[config.mk]
export PLATFORM = sky130hd
export DESIGN_NAME = serial_sub
export DESIGN_NICKNAME = d
export VERILOG_FILES = /design/src/rtl/serial_sub_pkg.sv /design/src/rtl/serial_sub_fs.sv /design/src/rtl/serial_sub.sv
export SDC_FILE = /design/constraint.sdc
export NUM_CORES = 1
export LEC_CHECK = 0
export BUFFER_PORTS_ARGS = -buffer_cell sky130_fd_sc_hd__buf_2
export CAP_MARGIN = 10
export CORE_UTILIZATION = 41
export CTS_CLUSTER_DIAMETER = 40
export CTS_CLUSTER_SIZE = 30
export DETAILED_ROUTE_END_ITERATION = 7
export HOLD_SLACK_MARGIN = 0.02
export PLACE_DENSITY = 0.69
export SLEW_MARGIN = 0
export SYNTH_ARGS = -nofsm -noshare
export SYNTH_HDL_FRONTEND = slang
export SYNTH_SLANG_ARGS = --single-unit
[constraint.sdc]
create_clock -name clk -period 1.9 [get_ports clk]
set_input_delay 0.095 -clock clk [delete_from_list [all_inputs] [get_ports clk]]
set_output_delay 0.095 -clock clk [all_outputs]
set_load 0.02 [all_outputs]
[src/rtl/serial_sub_pkg.sv]
// Shared types and helpers for the bit-serial subtractor.
package serial_sub_pkg;

    // Controller states; encodings match the original constants.
    typedef enum logic [1:0] {
        IDLE  = 2'd0,
        SHIFT = 2'd1,
        DONE  = 2'd2
    } state_t;

    // Ceiling log2, used to size the bit counter.
    function automatic int unsigned clog2(input int unsigned value);
        int unsigned r;
        int unsigned v;
        r = 0;
        v = (value > 0) ? value - 1 : 0;
        while (v > 0) begin
            r = r + 1;
            v = v >> 1;
        end
        return r;
    endfunction

endpackage

[src/rtl/serial_sub_fs.sv]
// Combinational full-subtractor cell: d = x - y - bi, with borrow-out bo.
module serial_sub_fs (
    input  logic x,
    input  logic y,
    input  logic bi,
    output logic d,
    output logic bo
);

    // Difference bit and borrow-out of one bit position.
    always_comb begin
        d  = x ^ y ^ bi;
        bo = (~x & y) | (~x & bi) | (y & bi);
    end

endmodule

[src/rtl/serial_sub.sv]
// Bit-serial WIDTH-bit subtractor, LSB first, one bit per clock.
module serial_sub
    import serial_sub_pkg::*;
#(
    parameter int unsigned WIDTH = 8
) (
    input  logic             clk,
    input  logic             rst_n,
    input  logic             start,
    input  logic [WIDTH-1:0] a,
    input  logic [WIDTH-1:0] b,
    input  logic             bin,
    output logic             busy,
    output logic             done,
    output logic [WIDTH-1:0] diff,
    output logic             bout
);

    localparam int unsigned CW = clog2(WIDTH) + 1;
    localparam logic [CW-1:0] LAST = CW'(WIDTH - 1);

    state_t           state_q, state_d;
    logic [CW-1:0]    cnt_q, cnt_d;
    logic [WIDTH-1:0] shift_a_q, shift_a_d;
    logic [WIDTH-1:0] shift_b_q, shift_b_d;
    logic             borrow_q, borrow_d;
    logic [WIDTH-1:0] result_q, result_d;
    logic [WIDTH-1:0] diff_q, diff_d;
    logic             bout_q, bout_d;

    logic fs_d;
    logic fs_bo;

    serial_sub_fs u_fs (
        .x  (shift_a_q[0]),
        .y  (shift_b_q[0]),
        .bi (borrow_q),
        .d  (fs_d),
        .bo (fs_bo)
    );

    // Next-state and datapath update for the controller.
    // The final bit is folded straight into diff/bout on the edge that enters
    // DONE, so the published result is already valid while done is high.
    always_comb begin
        state_d   = state_q;
        cnt_d     = cnt_q;
        shift_a_d = shift_a_q;
        shift_b_d = shift_b_q;
        borrow_d  = borrow_q;
        result_d  = result_q;
        diff_d    = diff_q;
        bout_d    = bout_q;
        case (state_q)
            IDLE: begin
                if (start) begin
                    shift_a_d = a;
                    shift_b_d = b;
                    borrow_d  = bin;
                    cnt_d     = '0;
                    state_d   = SHIFT;
                end
            end
            SHIFT: begin
                result_d  = {fs_d, result_q[WIDTH-1:1]};
                shift_a_d = shift_a_q >> 1;
                shift_b_d = shift_b_q >> 1;
                borrow_d  = fs_bo;
                cnt_d     = cnt_q + CW'(1);
                if (cnt_q == LAST) begin
                    diff_d  = {fs_d, result_q[WIDTH-1:1]};
                    bout_d  = fs_bo;
                    state_d = DONE;
                end
            end
            DONE: begin
                state_d = IDLE;
            end
            default: begin
                state_d = IDLE;
            end
        endcase
    end

    // State and datapath registers with asynchronous reset.
    always_ff @(posedge clk or negedge rst_n) begin
        if (!rst_n) begin
            state_q   <= IDLE;
            cnt_q     <= '0;
            shift_a_q <= '0;
            shift_b_q <= '0;
            borrow_q  <= 1'b0;
            result_q  <= '0;
            diff_q    <= '0;
            bout_q    <= 1'b0;
        end else begin
            state_q   <= state_d;
            cnt_q     <= cnt_d;
            shift_a_q <= shift_a_d;
            shift_b_q <= shift_b_d;
            borrow_q  <= borrow_d;
            result_q  <= result_d;
            diff_q    <= diff_d;
            bout_q    <= bout_d;
        end
    end

    // Status and result outputs decoded from registered state.
    always_comb begin
        busy = (state_q == SHIFT);
        done = (state_q == DONE);
        diff = diff_q;
        bout = bout_q;
    end

endmodule

### After elaboration in Yosys (flattened, before gate mapping)

Index checks and enable logic that the tools add are counted.

| storage, ports and cells | value |
|---|---|
| register bits | 40 |
| input bits | 20 |
| output and inout bits | 11 |
| logic and storage cells | 38 |

| cells by class | value |
|---|---|
| add/subtract/negate cells | 1 |
| eq/ne operators | 5 |
| muxes and demuxes | 11 |
| bitwise gates (word level) | 8 |
| reduce and logical (&&, ||, !) cells | 5 |

Operators by type and width:

| operator | count |
|---|---|
| case mux 8 bit (2 select lines) | 2 |
| two-way mux 8 bit | 2 |
| case mux 4 bit (2 select lines) | 1 |
| AND reduction 2 bit | 3 |
| adder 4 x 1 -> 4 bit, second input constant | 1 |
| == test 4 x 3 -> 1 bit, second input constant | 1 |
| two-way mux 2 bit | 2 |
| two-way mux 4 bit | 1 |
| case mux 2 bit (2 select lines) | 1 |
| bitwise AND 1 bit | 3 |
| == test 2 x 1 -> 1 bit, second input constant | 1 |
| == test 2 bit, second input constant | 1 |
| logical NOT 2 bit | 1 |
| != test 2 x 1 -> 1 bit, second input constant | 1 |
| != test 2 bit, second input constant | 1 |
| OR 1 bit | 2 |
| case mux 1 bit (2 select lines) | 1 |
| nonzero test 2 bit | 1 |
| bitwise XOR 1 bit | 2 |
| two-way mux 1 bit | 1 |
| inverter 1 bit | 1 |

### Logic depth before layout (Yosys ltp)

Gate-level depths: netlist of run 1.

| logic depth | value |
|---|---|
| depth after elaboration | 5 |
| gate-level depth with buffers | 5 |
| depth with buffers taken out | 4 |

### Modules after synthesis

A second synthesis of run 1 with hierarchy kept.

| unflattened totals | value |
|---|---|
| cells, all modules | 169 |
| area, all modules | 1752.9 sq um |

By module, submodules not included:

| module | instances | cells each | area each (sq um) | sequential area each (sq um) |
|---|---|---|---|---|
| serial_sub | 1 | 166 | 1725.4 | 975.9 |
| serial_sub_fs | 1 | 3 | 27.5 | 0.0 |

### Worst setup path after synthesis of run 1

OpenSTA, ideal clock, no wires.

| path | value |
|---|---|
| path kind | reg2reg |
| start point | register state_q[0] |
| end point | register cnt_q[1] |
| library setup time | 0.121 ns |
| data arrival time | 1.325 ns |
| required time | 1.779 ns |
| slack | 0.454 ns |
| stages on the path, launching flop included | 5 |
| path buffers | 1 |
| clock period less this slack | 1.446 ns |
| cells stage by stage | dfrtp_1 > nand2b_1 > buf_2 > clkinv_1 > a22o_1 |

| between the ends | value |
|---|---|
| cells in the longest elaborated chain, start to end | 3 |
| elaborated cells between the ends (all ways) | 6 |
| those cells by class | 2 x eq/ne; 1 x mux; 3 x reduce/logical |

RTL lines:

| what | RTL line | source |
|---|---|---|
| from (decl) | serial_sub.sv:22 | `state_t state_q, state_d;` |
| from (signal assigned) | serial_sub.sv:97 | `state_q <= state_d;` |
| == test 2 x 1 -> 1 bit * | n/a |  |
| named net busy | serial_sub.sv:13 | `output logic busy,` |
| nonzero test 2 bit (no line) | n/a |  |
| AND reduction 2 bit (no line) | n/a |  |
| to (signal assigned) | serial_sub.sv:98 | `cnt_q <= cnt_d;` |
| to (decl) | serial_sub.sv:23 | `logic [CW-1:0] cnt_q, cnt_d;` |

The timed path passes the listed nets; every way through them passes the cells marked *.
A chain may end at the register's enable or synchronous reset.

### Worst setup path in the final report of run 1

| path | value |
|---|---|
| start point | register cnt_q[0] |
| end point | register diff_q[2], in the netlist diff[2] |

| between the ends | value |
|---|---|
| cells in the longest elaborated chain, start to end | 2 |

RTL lines:

| what | RTL line | source |
|---|---|---|
| == test 4 x 3 -> 1 bit | serial_sub.sv:70 | `if (cnt_q == LAST) begin` |
| AND reduction 2 bit (no line) | n/a |  |
| to (signal assigned) | serial_sub.sv:103 | `diff_q <= diff_d;` |
| to (decl) | serial_sub.sv:28 | `logic [WIDTH-1:0] diff_q, diff_d;` |

Every way passes these cells.

==> results of run 1 <==
-- stage by stage --
stage | power [uW] | instances | setup slack, ns | utilization, % | area [um^2]
after floorplan | 2310 | 153 | 0.454 | - | 1640
after global placement | 2650 | 230 | 0.360 | 49.9 | 1870
after detailed placement | 2750 | 230 | 0.273 | 49.9 | 1870
after CTS | 3570 | 239 | 0.248 | 53.8 | 2020
after global routing | 3810 | 239 | 0.139 | 53.8 | 2020
final | 3530 | 239 | 0.271 | 53.8 | 2020
-- power groups by stage --
stage	logic, uW	clock network, uW	registers [uW]
after floorplan	807	0	1500
after global placement	1250	0	1400
after detailed placement	1320	0	1430
after CTS	1320	832	1410
after global routing	1470	871	1460
final	1300	814	1410
-- routing by layer --
layer	GRT usage [%]	vias up	part of all wire (%)
li1	-	602	-
met3	4.69	2	5.9
met5	0	-	0
met2	32.1	35	53
met1	18.0	593	41
met4	7.34	0	0.37
-- final cells by class --
type | instances | area [um^2] | share of cell area, %
multi-input combinational | 102 | 616 | 30.5
timing repair buffer | 38 | 213 | 10.6
clock inverter | 3 | 67.6 | 3.35
clock buffer | 5 | 68.8 | 3.41
tap | 48 | 60.1 | 2.98
inverter | 4 | 15.0 | 0.745
sequential | 39 | 976 | 48.4
-- sequential cells by signal, summed over array words and instances, names as in the netlist --
name and count:
bout 1, result_q 7, state_q 2, cnt_q 4, borrow_q 1, shift_b_q 8
diff 8, shift_a_q 8
-- cells by family (layout without fill, tap and decap cells) --
kind of cell               count (synthesis)  in the layout  share of synthesized area [%]
and+or+nand+nor                           51             51                           13.7
DFF                                       39             39                           59.5
AOI/OAI and AO/OA                         39             39                           15.0
buffers and inverters                     12             50                           2.90
muxes                                     10             10                           6.79
adders and majority gates                  2              2                           1.98
-- cells in the final DEF, fill, tap and decap left out --
cell | Yosys | routed
a21oi_1 | 2 | 2
clkinv_1 | 1 | 1
a22oi_1 | 14 | 14
buf_4 | 0 | 7
mux2_2 | 9 | 9
o21bai_1 | 1 | 1
buf_2 | 2 | 30
dfrtp_1 | 39 | 39
nor2b_1 | 3 | 3
nor2_1 | 3 | 3
ha_1 | 1 | 1
bufinv_16 | 0 | 2
fa_1 | 1 | 1
clkinvlp_4 | 0 | 1
a32o_1 | 1 | 1
or3_1 | 1 | 1
nand2_1 | 38 | 38
dlygate4sd3_1 | 0 | 1
a31oi_1 | 1 | 1
mux2i_1 | 1 | 1
inv_1 | 3 | 3
nor3_4 | 1 | 1
clkbuf_8 | 0 | 5
nand2b_1 | 1 | 1
a22o_1 | 2 | 2
o21ai_0 | 18 | 18
nand3_1 | 3 | 3
and3b_1 | 1 | 1
-- tightest hold or removal path: cells and delay by family --
family                 cells  cell delay [ns]
AOI/OAI and AO/OA          2             0.18
buffers and inverters      1             0.07
-- worst max-delay path by stage --
stage / startpoint / to / slack [ns] / cells past startpoint
2_1_floorplan: state_q[0] / cnt_q[1] / 0.45 / 4
3_3_place_gp: cnt_q[0] / bout / 0.36 / 4
3_5_place_dp: cnt_q[0] / diff[2] / 0.27 / 4
4_1_cts: cnt_q[0] / diff[2] / 0.25 / 4
5_1_grt: cnt_q[0] / diff[1] / 0.14 / 4
6_report: cnt_q[0] / diff[2] / 0.27 / 4
-- what timing repair did --
action	CTS	global route
resized for setup	0	0
hold endpoints to repair	39	0
hold buffers	1	0
endpoints found under the setup margin	0	0
==> metrics, run 1 <==
status=complete, no violations; Die Y=65.2 um; Row Count=22; drt drc=0; Final Skew=0.00691 ns; Starting Density=43.8%; drt wl/cell=13.5 um; WP data arrival=1.80 ns; vias in the first global route=1307; HPWL Detailed=2270 um; hold slack=0.0975 ns; initial drt markers=33; CTS root buf=clkbuf_8; Slew headroom=44.6%; Final Max Slew Viols=0; Worst Hold Class=primary input to flop; synth unique cells=24; Worst Max-Slew Pin Slew=0.832 ns; clock power share=23.1%; Syn Nets=175; Slowest-stage cell, CP=nor3_4; GPL Wtd Cong=0.679; r2r setup slk=0.27 ns; # H-tree levels=2; mapped cell area=1640 um^2; ant diodes=0; most frequent cells after synthesis=39 x dfrtp_1, 38 x nand2_1, 18 x o21ai_0; die outline area=4250 um^2; Post-synth top flop=dfrtp_1; fraction of registers with async set/reset=100%; register bit total from synthesis=39; CTS tree=done; register area share after synthesis=59.5%; Worst Setup Start Kind=flop; chip width=65.2 um; Synth top area share=59.5%; CTS Buffer Depth=2; setup tns final=0 ns; vias=1232; yosys warns=0; combinational power share=36.9%; P_int=2260 uW; Seq pwr share=40.0%; core area=3740 um^2; largest net degree at the start of global routing=40; I/O pin cnt=31; port bufs=30; Hold Path Stages=3; max frequency=0.614 GHz; top-count cell post-synth=dfrtp_1; Worst Hold End=shift_a_q[6]; critical path class=flop to flop; Reg2Reg Launch Point=cnt_q[0]; FF-to-FF path depth=4; crit-path max FO=10; cell family with the largest share of critical-path delay=simple AND/OR/NAND/NOR gates; Buf/Inv on CP=0; Crit path largest cell delay=0.41 ns; P&R area growth vs syn=23.0%; clock-pin slew on the worst setup and hold paths=0.07 ns; clk_lat worst skew=0.29 ns; Switching Fraction=35.8%; Crit path required time=2.07 ns; RSZ-0062 raised after global routing=no; initial antenna violation count=0; Power Density=1750 nW/um^2; share of cells above drive strength 1=28.8%; final wirelength=3220 um; Post-CTS Setup Bufs=0; CP endpoint kind=flop; top post-synthesis cells by area=dfrtp_1 60%, nand2_1 8.7%, a22oi_1 6.4%; first-pass GRT wire length=5510 um; fill count=346; number of routed nets with antenna violations=0; worst min-delay path startpoint=a[6]; Post-synth EDFFs=0; switching pwr=1260 uW; fin crit share=85.8%; Period minus WS final=1.63 ns; Max Cap Viol=0; Leak=0.000952 uW; All-Layer GR Usage=17.3%; number of detailed-route iterations in the first pass=4; Syn Inst Count=153; reg-to-reg endpoint=diff[2]; worst-path cell chain=ha_1 > nand2_1 > nor3_4 > mux2_2; mean post-synth cell area=10.7 um^2; CTS buffer count=5; Via-to-Cell Ratio=5.15; Hold Vio Cnt, Final=0; Max IR drop VDD=0.597 mV; final setup fails=0; layout net count=212; GRT overflow=0; total clock sinks=39; largest area contributor in the netlist=dfrtp_1
Power figures use the tool's default switching activity.
==> run 2: changes to the inputs <==
--- a/config.mk
+++ b/config.mk
@@ -5,12 +5,13 @@
 export SDC_FILE = /design/constraint.sdc
 export NUM_CORES = 1
 export LEC_CHECK = 0
-export BUFFER_PORTS_ARGS = -buffer_cell sky130_fd_sc_hd__buf_2
+export BUFFER_PORTS_ARGS = -buffer_cell sky130_fd_sc_hd__buf_4
 export CAP_MARGIN = 10
 export CORE_UTILIZATION = 41
 export CTS_CLUSTER_DIAMETER = 40
 export CTS_CLUSTER_SIZE = 30
 export DETAILED_ROUTE_END_ITERATION = 7
+export GPL_ROUTABILITY_DRIVEN = 0
 export HOLD_SLACK_MARGIN = 0.02
 export PLACE_DENSITY = 0.69
 export SLEW_MARGIN = 0
==> run 2 against run 1 <==
Compared with the run above:
- sequential share of layout area down 1.2 points
- die area unchanged
- register-to-register slack worse by 0.02 ns
- largest power group unchanged
- setup slack worse by 0.016 ns
- critical endpoint unchanged
- global-route usage up 0.47 points
- cell area up 2.5%
- critical path type unchanged
==> metrics, run 2 (same netlist as run 1, synthesis figures left out) <==
total clock sinks=39; # H-tree levels=2; cell family with the largest share of critical-path delay=simple AND/OR/NAND/NOR gates; vias in the first global route=1222; r2r setup slk=0.25 ns; Leak=0.000967 uW; WL met3=154 um; final setup fails=0; HPWL Detailed=2230 um; number of detailed-route iterations in the first pass=4; Post-CTS Setup Bufs=0; crit-path max FO=10; Crit path largest cell delay=0.42 ns; worst min-delay path startpoint=b[5]; core area=3740 um^2; worst-path cell chain=ha_1 > nand2_1 > nor3_4 > mux2_2; All-Layer GR Usage=17.8%; Die Y=65.2 um; CTS tree=done; number of routed nets with antenna violations=0; I/O pin cnt=31; initial drt markers=74; DRT met1 WL=1400 um; Switching Fraction=36.8%; Max Cap Viol=0; GRT overflow=0; Hold Vio Cnt, Final=0; WP data arrival=1.83 ns; Hold Path Stages=3; port bufs=30; Slew headroom=65.6%; fill count=364; final wirelength=3220 um; Reg2Reg Launch Point=cnt_q[0]; layout net count=212; clock-pin slew on the worst setup and hold paths=0.08 ns; reg-to-reg endpoint=diff[2]; die outline area=4250 um^2; largest net degree at the start of global routing=40; P_int=2200 uW; Slowest-stage cell, CP=nor3_4; routed wl met2=1610 um; combinational power share=39.4%; first-pass GRT wire length=5580 um; Worst Hold End=shift_b_q[5]; status=complete, no violations; drt wl/cell=13.5 um; max frequency=0.608 GHz; initial antenna violation count=0; Period minus WS final=1.65 ns; drt drc=0; most frequent cells in the layout=39 x dfrtp_1, 38 x nand2_1, 37 x buf_4, 18 x o21ai_0, 14 x a22oi_1; Final Max Slew Viols=0; critical path class=flop to flop; Power Density=1690 nW/um^2; Worst Max-Slew Pin Slew=0.515 ns; CTS Buffer Depth=2; setup tns final=0 ns; Row Count=22; Crit path required time=2.08 ns; Starting Density=43.8%; Worst Setup Start Kind=flop; CP endpoint kind=flop; Buf/Inv on CP=0; P&R area growth vs syn=26.1%; hold slack=0.0962 ns; clock power share=19.9%; Max IR drop VDD=0.633 mV; clk_lat worst skew=0.29 ns; share of cells above drive strength 1=28.8%; Final Skew=0.00235 ns; switching pwr=1280 uW; vias=1236; chip width=65.2 um; CTS buffer count=5; Worst Hold Class=primary input to flop; CTS root buf=clkbuf_8; RSZ-0062 raised after global routing=no; fin crit share=86.6%; DR top layer=met4; commonest non-fill, non-tap cell in the layout=dfrtp_1; Via-to-Cell Ratio=5.17; FF-to-FF path depth=4; ant diodes=0; Seq pwr share=40.7%
[run 2: changes by cell type in the layout (fill, tap and decap cells not counted)]
cell,before,now
buf_2,30,0
buf_4,7,37
bufinv_16,2,1
clkinv_2,0,1
clkinv_4,0,1
clkinvlp_4,1,0
[run 2: per-layer routing]
| layer | global-route usage [%] | up-vias |
|---|---|---|
| met5 | 0 | - |
| met3 | 5.90 | 6 |
| met2 | 29.4 | 30 |
| li1 | - | 597 |
| met4 | 7.34 | 0 |
| met1 | 21.0 | 603 |
[run 2: power by group through the flow]
stage               Sequential [uW]  Clock [uW]  Combinational [uW]
floorplan                      1500           0                 807
global route                   1470         753                1540
CTS                            1420         714                1400
detailed placement             1440           0                1390
finish                         1420         693                1370
global placement               1410           0                1320
[run 2: how the worst max path moves through the flow]
stage,start,to,slack (ns),cells past startpoint
5_1_grt,cnt_q[0],diff[2],0.12,4
4_1_cts,cnt_q[0],diff[2],0.23,4
3_3_place_gp,cnt_q[0],bout,0.36,4
3_5_place_dp,cnt_q[0],diff[2],0.24,4
6_report,cnt_q[0],diff[2],0.25,4
2_1_floorplan,state_q[0],cnt_q[1],0.45,4
[run 2: worst register-to-register path: cells and delay by family (launching register included)]
family / cells / cell delay [ns]
adders and majority gates: 1 / 0.20
and+or+nand+nor: 2 / 0.53
muxes: 1 / 0.41
DFF: 1 / 0.40
[run 2: per-stage QoR]
step                total power, uW  utilization [%]  cells  instance area [um^2]  setup WS (ns)
global route                   3760             55.2    239                  2070          0.118
global placement               2730             51.9    230                  1940          0.363
floorplan                      2310                -    153                  1640          0.454
CTS                            3530             55.2    239                  2070          0.226
finish                         3490             55.2    239                  2070          0.255
detailed placement             2830             51.9    230                  1940          0.237
[run 2: cell type report]
type                       instances  area [um^2]  area share (%)
clock buffer                       5         68.8            3.33
clock inverter                     3         43.8            2.12
inverter                           4         15.0           0.726
multi-input combinational        102          616            29.8
sequential                        39          976            47.2
tap                               48         60.1            2.91
timing repair buffer              38          288            13.9
[run 2: timing repair]
item                       4_1_cts  5_1_grt
setup endpoints to repair        0        0
hold endpoints to repair        39        0
hold buffers                     1        0
gates resized for setup          0        0
